## config.mk

```make
export PLATFORM = sky130hd
export DESIGN_NAME = hd44780_read_operation_flat
export DESIGN_NICKNAME = d
export VERILOG_FILES = /design/src/rtl/hd44780_pkg.sv /design/src/rtl/hd44780_read_operation_if.sv /design/src/rtl/hd44780_tick_counter.sv /design/src/rtl/hd44780_read_operation.sv /design/src/flat_wrapper.sv
export SDC_FILE = /design/constraint.sdc
export NUM_CORES = 1
export LEC_CHECK = 0
export BUFFER_PORTS_ARGS = -buffer_cell sky130_fd_sc_hd__buf_2
export CORE_ASPECT_RATIO = 1.4
export CORE_UTILIZATION = 40
export CTS_BUF_LIST = sky130_fd_sc_hd__clkbuf_8
export DETAILED_ROUTE_END_ITERATION = 16
export GPL_ROUTABILITY_DRIVEN = 1
export MAX_ROUTING_LAYER = met4
export SLEW_MARGIN = 20
export SYNTH_ARGS = -nofsm -noshare
export SYNTH_HDL_FRONTEND = slang
export SYNTH_SLANG_ARGS = --single-unit
```

## constraint.sdc

```tcl
create_clock -name i_clk -period 2.15 [get_ports i_clk]
set_input_delay 0.43 -clock i_clk [delete_from_list [all_inputs] [get_ports i_clk]]
set_output_delay 0.43 -clock i_clk [all_outputs]
set_load 0.02 [all_outputs]
```

## src/rtl/hd44780_pkg.sv

```systemverilog
// Shared HD44780 definitions: read-FSM state encoding, RS values and bit positions.
package hd44780_pkg;

  typedef enum logic [2:0] {
    StIdle,
    StTurn,
    StSetup,
    StEhi,
    StHold,
    StCheck
  } rd_state_e;

  localparam logic RS_INSTR = 1'b0;
  localparam logic RS_DATA  = 1'b1;

  localparam int unsigned BF_BIT = 7;
  localparam int unsigned TICK_W = 8;

endpackage

```

## src/rtl/hd44780_read_operation_if.sv

```systemverilog
// Request/result and LCD pin bundle for the HD44780 read engine.
interface hd44780_read_operation_if;
  logic       i_ena;
  logic       i_req;
  logic       i_sel_data;
  logic       i_poll;
  logic [7:0] i_d;
  logic       o_rs;
  logic       o_rw;
  logic       o_e;
  logic       o_bus_rd;
  logic       o_ready;
  logic       o_valid;
  logic [7:0] o_q;
  logic       o_bf;
  logic [6:0] o_ac;
  logic       o_timeout;

  modport slave (
    input  i_ena, i_req, i_sel_data, i_poll, i_d,
    output o_rs, o_rw, o_e, o_bus_rd, o_ready, o_valid, o_q, o_bf, o_ac, o_timeout
  );

  modport master (
    output i_ena, i_req, i_sel_data, i_poll, i_d,
    input  o_rs, o_rw, o_e, o_bus_rd, o_ready, o_valid, o_q, o_bf, o_ac, o_timeout
  );
endinterface

```

## src/rtl/hd44780_tick_counter.sv

```systemverilog
// Loadable down-counter advanced by the timing tick; o_tc flags the last tick of a phase.
module hd44780_tick_counter #(
  parameter int unsigned Width = 8
) (
  input  logic             i_clk,
  input  logic             i_reset,
  input  logic             i_ena,
  input  logic             i_load,
  input  logic [Width-1:0] i_value,
  output logic             o_tc
);

  logic [Width-1:0] count_q;

  always_ff @(posedge i_clk) begin
    if (i_reset) begin
      count_q <= '0;
    end else if (i_load) begin
      count_q <= i_value;
    end else if (i_ena && !o_tc) begin
      count_q <= count_q - Width'(1);
    end
  end

  assign o_tc = (count_q == '0);

endmodule

```

## src/rtl/hd44780_read_operation.sv

```systemverilog
// HD44780 read engine: RW=1 bus cycles for busy/AC or RAM data reads, with optional
// busy-flag polling until BF clears or the poll budget runs out.
module hd44780_read_operation
  import hd44780_pkg::*;
#(
  parameter int unsigned SETUP_TICKS  = 1,
  parameter int unsigned E_HIGH_TICKS = 2,
  parameter int unsigned HOLD_TICKS   = 1,
  parameter int unsigned MAX_POLLS    = 255
) (
  input logic                       i_clk,
  input logic                       i_reset,
  hd44780_read_operation_if.slave   bus
);

  localparam int unsigned PollW = (MAX_POLLS > 1) ? $clog2(MAX_POLLS) : 1;

  rd_state_e         state_q, state_d;
  logic              sel_q;
  logic              poll_q;
  logic [PollW-1:0]  poll_cnt_q, poll_cnt_d;
  logic [7:0]        q_q;
  logic              bf_q;
  logic [6:0]        ac_q;

  logic              accept;
  logic              capture;
  logic              valid;
  logic              timeout;
  logic              cnt_load;
  logic [TICK_W-1:0] cnt_value;
  logic              cnt_tc;

  hd44780_tick_counter #(
    .Width (TICK_W)
  ) u_tick_counter (
    .i_clk   (i_clk),
    .i_reset (i_reset),
    .i_ena   (bus.i_ena),
    .i_load  (cnt_load),
    .i_value (cnt_value),
    .o_tc    (cnt_tc)
  );

  assign accept = (state_q == StIdle) && bus.i_req && bus.i_ena;

  always_comb begin
    state_d    = state_q;
    poll_cnt_d = poll_cnt_q;
    cnt_load   = 1'b0;
    cnt_value  = '0;
    capture    = 1'b0;
    valid      = 1'b0;
    timeout    = 1'b0;
    unique case (state_q)
      StIdle: begin
        if (accept) begin
          state_d    = StTurn;
          poll_cnt_d = '0;
        end
      end
      StTurn: begin
        if (bus.i_ena) begin
          state_d   = StSetup;
          cnt_load  = 1'b1;
          cnt_value = TICK_W'(SETUP_TICKS - 1);
        end
      end
      StSetup: begin
        if (bus.i_ena && cnt_tc) begin
          state_d   = StEhi;
          cnt_load  = 1'b1;
          cnt_value = TICK_W'(E_HIGH_TICKS - 1);
        end
      end
      StEhi: begin
        // Sample on the last high tick so the data is still driven as E falls.
        if (bus.i_ena && cnt_tc) begin
          capture   = 1'b1;
          state_d   = StHold;
          cnt_load  = 1'b1;
          cnt_value = TICK_W'(HOLD_TICKS - 1);
        end
      end
      StHold: begin
        if (bus.i_ena && cnt_tc) begin
          state_d = StCheck;
        end
      end
      StCheck: begin
        valid   = 1'b1;
        state_d = StIdle;
        if (poll_q && bf_q) begin
          if (poll_cnt_q == PollW'(MAX_POLLS - 1)) begin
            timeout = 1'b1;
          end else begin
            poll_cnt_d = poll_cnt_q + PollW'(1);
            state_d    = StSetup;
            cnt_load   = 1'b1;
            cnt_value  = TICK_W'(SETUP_TICKS - 1);
          end
        end
      end
      default: state_d = StIdle;
    endcase
  end

  always_ff @(posedge i_clk) begin
    if (i_reset) begin
      state_q    <= StIdle;
      sel_q      <= RS_INSTR;
      poll_q     <= 1'b0;
      poll_cnt_q <= '0;
      q_q        <= '0;
      bf_q       <= 1'b0;
      ac_q       <= '0;
    end else begin
      state_q    <= state_d;
      poll_cnt_q <= poll_cnt_d;
      if (accept) begin
        sel_q  <= bus.i_sel_data ? RS_DATA : RS_INSTR;
        poll_q <= bus.i_poll & ~bus.i_sel_data;
      end
      if (capture) begin
        q_q <= bus.i_d;
        if (sel_q == RS_INSTR) begin
          bf_q <= bus.i_d[BF_BIT];
          ac_q <= bus.i_d[6:0];
        end
      end
    end
  end

  // RW and the tristate request are the same signal, so the FPGA never drives D while RW=1.
  assign bus.o_ready   = (state_q == StIdle);
  assign bus.o_rw      = (state_q != StIdle);
  assign bus.o_bus_rd  = (state_q != StIdle);
  assign bus.o_rs      = (state_q != StIdle) ? sel_q : RS_INSTR;
  assign bus.o_e       = (state_q == StEhi);
  assign bus.o_valid   = valid;
  assign bus.o_timeout = timeout;
  assign bus.o_q       = q_q;
  assign bus.o_bf      = bf_q;
  assign bus.o_ac      = ac_q;

endmodule

```

## src/flat_wrapper.sv

```systemverilog
// flat-port wrapper written by rule: the top's interface ports become plain ports
module hd44780_read_operation_flat import hd44780_pkg::*;
#(
  parameter int unsigned SETUP_TICKS  = 1,
  parameter int unsigned E_HIGH_TICKS = 2,
  parameter int unsigned HOLD_TICKS   = 1,
  parameter int unsigned MAX_POLLS    = 255
)
  (i_clk, i_reset, bus_i_ena, bus_i_req, bus_i_sel_data, bus_i_poll, bus_i_d, bus_o_rs, bus_o_rw, bus_o_e, bus_o_bus_rd, bus_o_ready, bus_o_valid, bus_o_q, bus_o_bf, bus_o_ac, bus_o_timeout);
  hd44780_read_operation_if bus_i ();
  input logic i_clk;
  input logic i_reset;
  input wire logic [$bits(bus_i.i_ena)-1:0] bus_i_ena;
  input wire logic [$bits(bus_i.i_req)-1:0] bus_i_req;
  input wire logic [$bits(bus_i.i_sel_data)-1:0] bus_i_sel_data;
  input wire logic [$bits(bus_i.i_poll)-1:0] bus_i_poll;
  input wire logic [$bits(bus_i.i_d)-1:0] bus_i_d;
  output wire logic [$bits(bus_i.o_rs)-1:0] bus_o_rs;
  output wire logic [$bits(bus_i.o_rw)-1:0] bus_o_rw;
  output wire logic [$bits(bus_i.o_e)-1:0] bus_o_e;
  output wire logic [$bits(bus_i.o_bus_rd)-1:0] bus_o_bus_rd;
  output wire logic [$bits(bus_i.o_ready)-1:0] bus_o_ready;
  output wire logic [$bits(bus_i.o_valid)-1:0] bus_o_valid;
  output wire logic [$bits(bus_i.o_q)-1:0] bus_o_q;
  output wire logic [$bits(bus_i.o_bf)-1:0] bus_o_bf;
  output wire logic [$bits(bus_i.o_ac)-1:0] bus_o_ac;
  output wire logic [$bits(bus_i.o_timeout)-1:0] bus_o_timeout;
  assign bus_i.i_ena = bus_i_ena;
  assign bus_i.i_req = bus_i_req;
  assign bus_i.i_sel_data = bus_i_sel_data;
  assign bus_i.i_poll = bus_i_poll;
  assign bus_i.i_d = bus_i_d;
  assign bus_o_rs = bus_i.o_rs;
  assign bus_o_rw = bus_i.o_rw;
  assign bus_o_e = bus_i.o_e;
  assign bus_o_bus_rd = bus_i.o_bus_rd;
  assign bus_o_ready = bus_i.o_ready;
  assign bus_o_valid = bus_i.o_valid;
  assign bus_o_q = bus_i.o_q;
  assign bus_o_bf = bus_i.o_bf;
  assign bus_o_ac = bus_i.o_ac;
  assign bus_o_timeout = bus_i.o_timeout;
  hd44780_read_operation #(.SETUP_TICKS(SETUP_TICKS), .E_HIGH_TICKS(E_HIGH_TICKS), .HOLD_TICKS(HOLD_TICKS), .MAX_POLLS(MAX_POLLS)) u_core (.i_clk(i_clk), .i_reset(i_reset), .bus(bus_i));
endmodule
```

==> metrics.yaml <==
yosys:
  ys_seq_area_share_pct: 40.0
  synth_cell_type_count: 48
  yosys_most_used_dff: "dfxtp_1"
  synth.area.mux_share_pct: 8.10
  synth-compound-area-share_pct: 13.6
  synth_enable_flop_cells: 0
  synth_adder_area_share_pct: 2.70
  synth_top_family_by_area: "simple AND/OR/NAND/NOR gates"
  avgSynthCellArea_um2: 8.70
  synth_xor_area_share_pct: 2.36
  synth_area_leaders: "dfxtp_1, mux2i_1, nor2_1, a21oi_1, nand2_1"
  syn_area_mm2: 0.00185
  yosys_warnings: 0
  synth_top_area_cell: "dfxtp_1"
  ys_async_sr_fraction_pct: 0
  syn_inst: 213
  synth-simple-area-share_pct: 27.0
  synth_fp_nets: 231
  ys_ff_latch: 37
  synth_top_area_share_pct: 40.0
critical_path:
  critical_path.max_stage_delay_ns: 0.52
  worstPathMaxFanout: 16
  ff2ff_setup_slack_ns: 0.43
  r2r-start: "u_core.u_tick_counter.count_q[0]"
  critPathLaunchType: "flip-flop"
  cp.required_ns: 1.72
  cp_slowest_cell: "or3_4"
  cp_num_buf_inv: 1
  worstSetupEndpointType: "output port"
  path_class: "reg2out"
  worstPathCellList: "or3_4 > nor3_1 > buf_2"
  cpLargestDelayFamily: "simple AND/OR/NAND/NOR gates"
  cp_num_cells: 3
  worst_r2r_path_depth: 7
  regToRegEndpoint: "u_core.bus.o_q[7]"
  cp.arrival_ns: 1.61
cts:
  clock-root-buffer: "clkbuf_8"
  htreeDepth: 2
  cts_buffers: 5
  insertion_delay_ns: 0.30
  cts_hold_buf: 0
  clk_pin_slew_ns: 0.08
  clock_sinks: 37
  cts_tree: "built"
  cts_max_path_buffers: 2
sta:
  relSlewSlack_pct: 70.0
  finalClockSkew_ns: 0.00420
  whs_ns: 0.373
  hold_viol_final: 0
  setup_tns_ns: 0
  fin_ws_ns: 0.108
  setup_viol: 0
  maxSlewViolCount: 0
  tightest_slew_ns: 0.444
  finalCritPeriodShare_pct: 95.0
  rsz0062_at_grt: "no"
  timing.final.crit_period_ns: 2.04
  fmax_mhz: 490
flow_run:
  maxCapViolCount: 0
floorplanning:
  core-area_mm2: 0.00434
  std_cell_rows: 28
  die_w_um: 59.5
  io_pins: 37
  dieArea_mm2: 0.00491
  start_util_pct: 42.7
  die-height_um: 82.5
final_layout:
  drive_gt1_share_pct: 25.1
  fin_nets: 272
  area_growth_pct: 20.9
  final_cell_mix: "dfxtp_1, buf_2, nor2_1"
  n_antenna_cell: 0
  fill_cells: 443
  layout_commonest_cell: "dfxtp_1"
power:
  power.total_mw: 2.02
  p_per_area_mw_per_mm2: 903
  cellLeakagePower_nw: 0.958
  peakVddDrop_mv: 0.544
placement:
  place_ws_ns: 0.292
  port_buffers: 36
  place_hpwl_um: 2920
  place.gp.congestion: 0.772
drt:
  drt_iter0_markers: 75
  vias: 1632
  drc_errors: 0
  firstDrtPassIters: 4
  postRouteWirelength_um: 4010
  final_antenna_net_count: 0
  wl_per_cell_um: 12.7
  avgViaCountPerCell: 5.18
global_routing:
  grt_max_degree: 18
  antenna_found_initial: 0
  grt_pass1_wl_um: 6620
  grt.total_usage_pct: 18.3
  grt_pass1_vias: 1471
  overflow: 0
min_path:
  holdPathStages: 3
  worstHoldStart: "bus_i_sel_data"
  min_to: "u_core.sel_q"
  hp-class: "in2reg"
status:
  status: "finished clean"
## how the worst max path moves through the flow
stage / from / endpoint / slack, ns
detailed placement: u_core.state_q[1] / bus_o_timeout / 0.29
CTS: u_core.state_q[1] / bus_o_timeout / 0.11
global route: u_core.state_q[1] / bus_o_timeout / 0.04
floorplan: u_core.bus.o_bf / bus_o_timeout / 0.11
global placement: u_core.state_q[1] / bus_o_timeout / 0.30
finish: u_core.state_q[1] / bus_o_timeout / 0.11
## state kept, by name (all words and copies together), names as in the netlist
register and flops:
u_core.u_tick_counter.count_q 8, u_core.sel_q 1, u_core.bus.o_bf 1, u_core.poll_cnt_q 8, u_core.bus.o_q 8, u_core.poll_q 1, u_core.state_q 3, u_core.bus.o_ac 7
## synth_stat cells (2+ instances only)
master    instances
nor3b_1           4
o21ai_0           2
o41ai_1           2
clkbuf_1          8
inv_1             9
xnor2_1           3
dfxtp_1          37
nand2_1          18
nand3_1          13
a21oi_1          14
mux2i_1          15
a211oi_1          2
a32oi_1           2
a31oi_1           4
o211ai_1          3
or4_1             2
nor4_1            4
xor2_1            2
buf_4             2
nand2b_1          4
ha_1              4
or3_1             3
a21boi_1          2
buf_6             2
nand4_1           3
nor2b_1           4
nor2_1           23
buf_2             2
## worst reg2reg max path, cell delays in order (launching register included)
cell and delay, ns:
dfxtp_1 0.34, inv_1 0.08, ha_1 0.17, nor2b_1 0.23
and3_1 0.41, buf_4 0.21, nand3_1 0.07, a21oi_1 0.14
## cell type report
type,count,area (um^2),share of cell area (%)
Clock inverter,3,46.3,2.07
Sequential cell,37,741,33.1
Clock buffer,5,68.8,3.07
Inverter,10,37.5,1.68
Tap cell,60,75.1,3.35
Multi-Input combinational cell,152,1000,44.7
Timing Repair Buffer,48,270,12.1
## layer usage
layer,GRT usage [%],part of all wire [%]
met1,21.3,44
met2,30.4,49
met3,3.89,5.4
met4,6.98,1.7
met5,-,0
## through the flow
stage	cells	cell area (um^2)	utilization [%]
floorplan	213	1850	-
global placement	307	2120	48.8
detailed placement	307	2120	48.8
CTS	315	2240	51.6
global route	315	2240	51.6
finish	315	2240	51.6
## report_power, final
| part | leakage [nW] | switching, mW | internal [mW] |
|---|---|---|---|
| registers | 0.299 | 0.0695 | 0.743 |
| logic | 0.605 | 0.316 | 0.273 |
| clock network | 0.0543 | 0.275 | 0.347 |
## cells by family (layout without fill, tap and decap cells)
kind of cell,after synthesis,count (layout)
flip-flops,37,37
AO/OA/AOI/OAI,38,38
buffers and inverters,24,66
multiplexers,15,15
XOR/XNOR,5,5
AND/OR/NAND/NOR,90,90
adder cells (fa/ha/maj),4,4
## what timing repair did
action / 4_1_cts / 5_1_grt
setup buffers: 0 / 0
endpoints found under the setup margin: 1 / 0
resized for setup: 1 / 0
No activity file was read; power rests on OpenSTA's default activity.
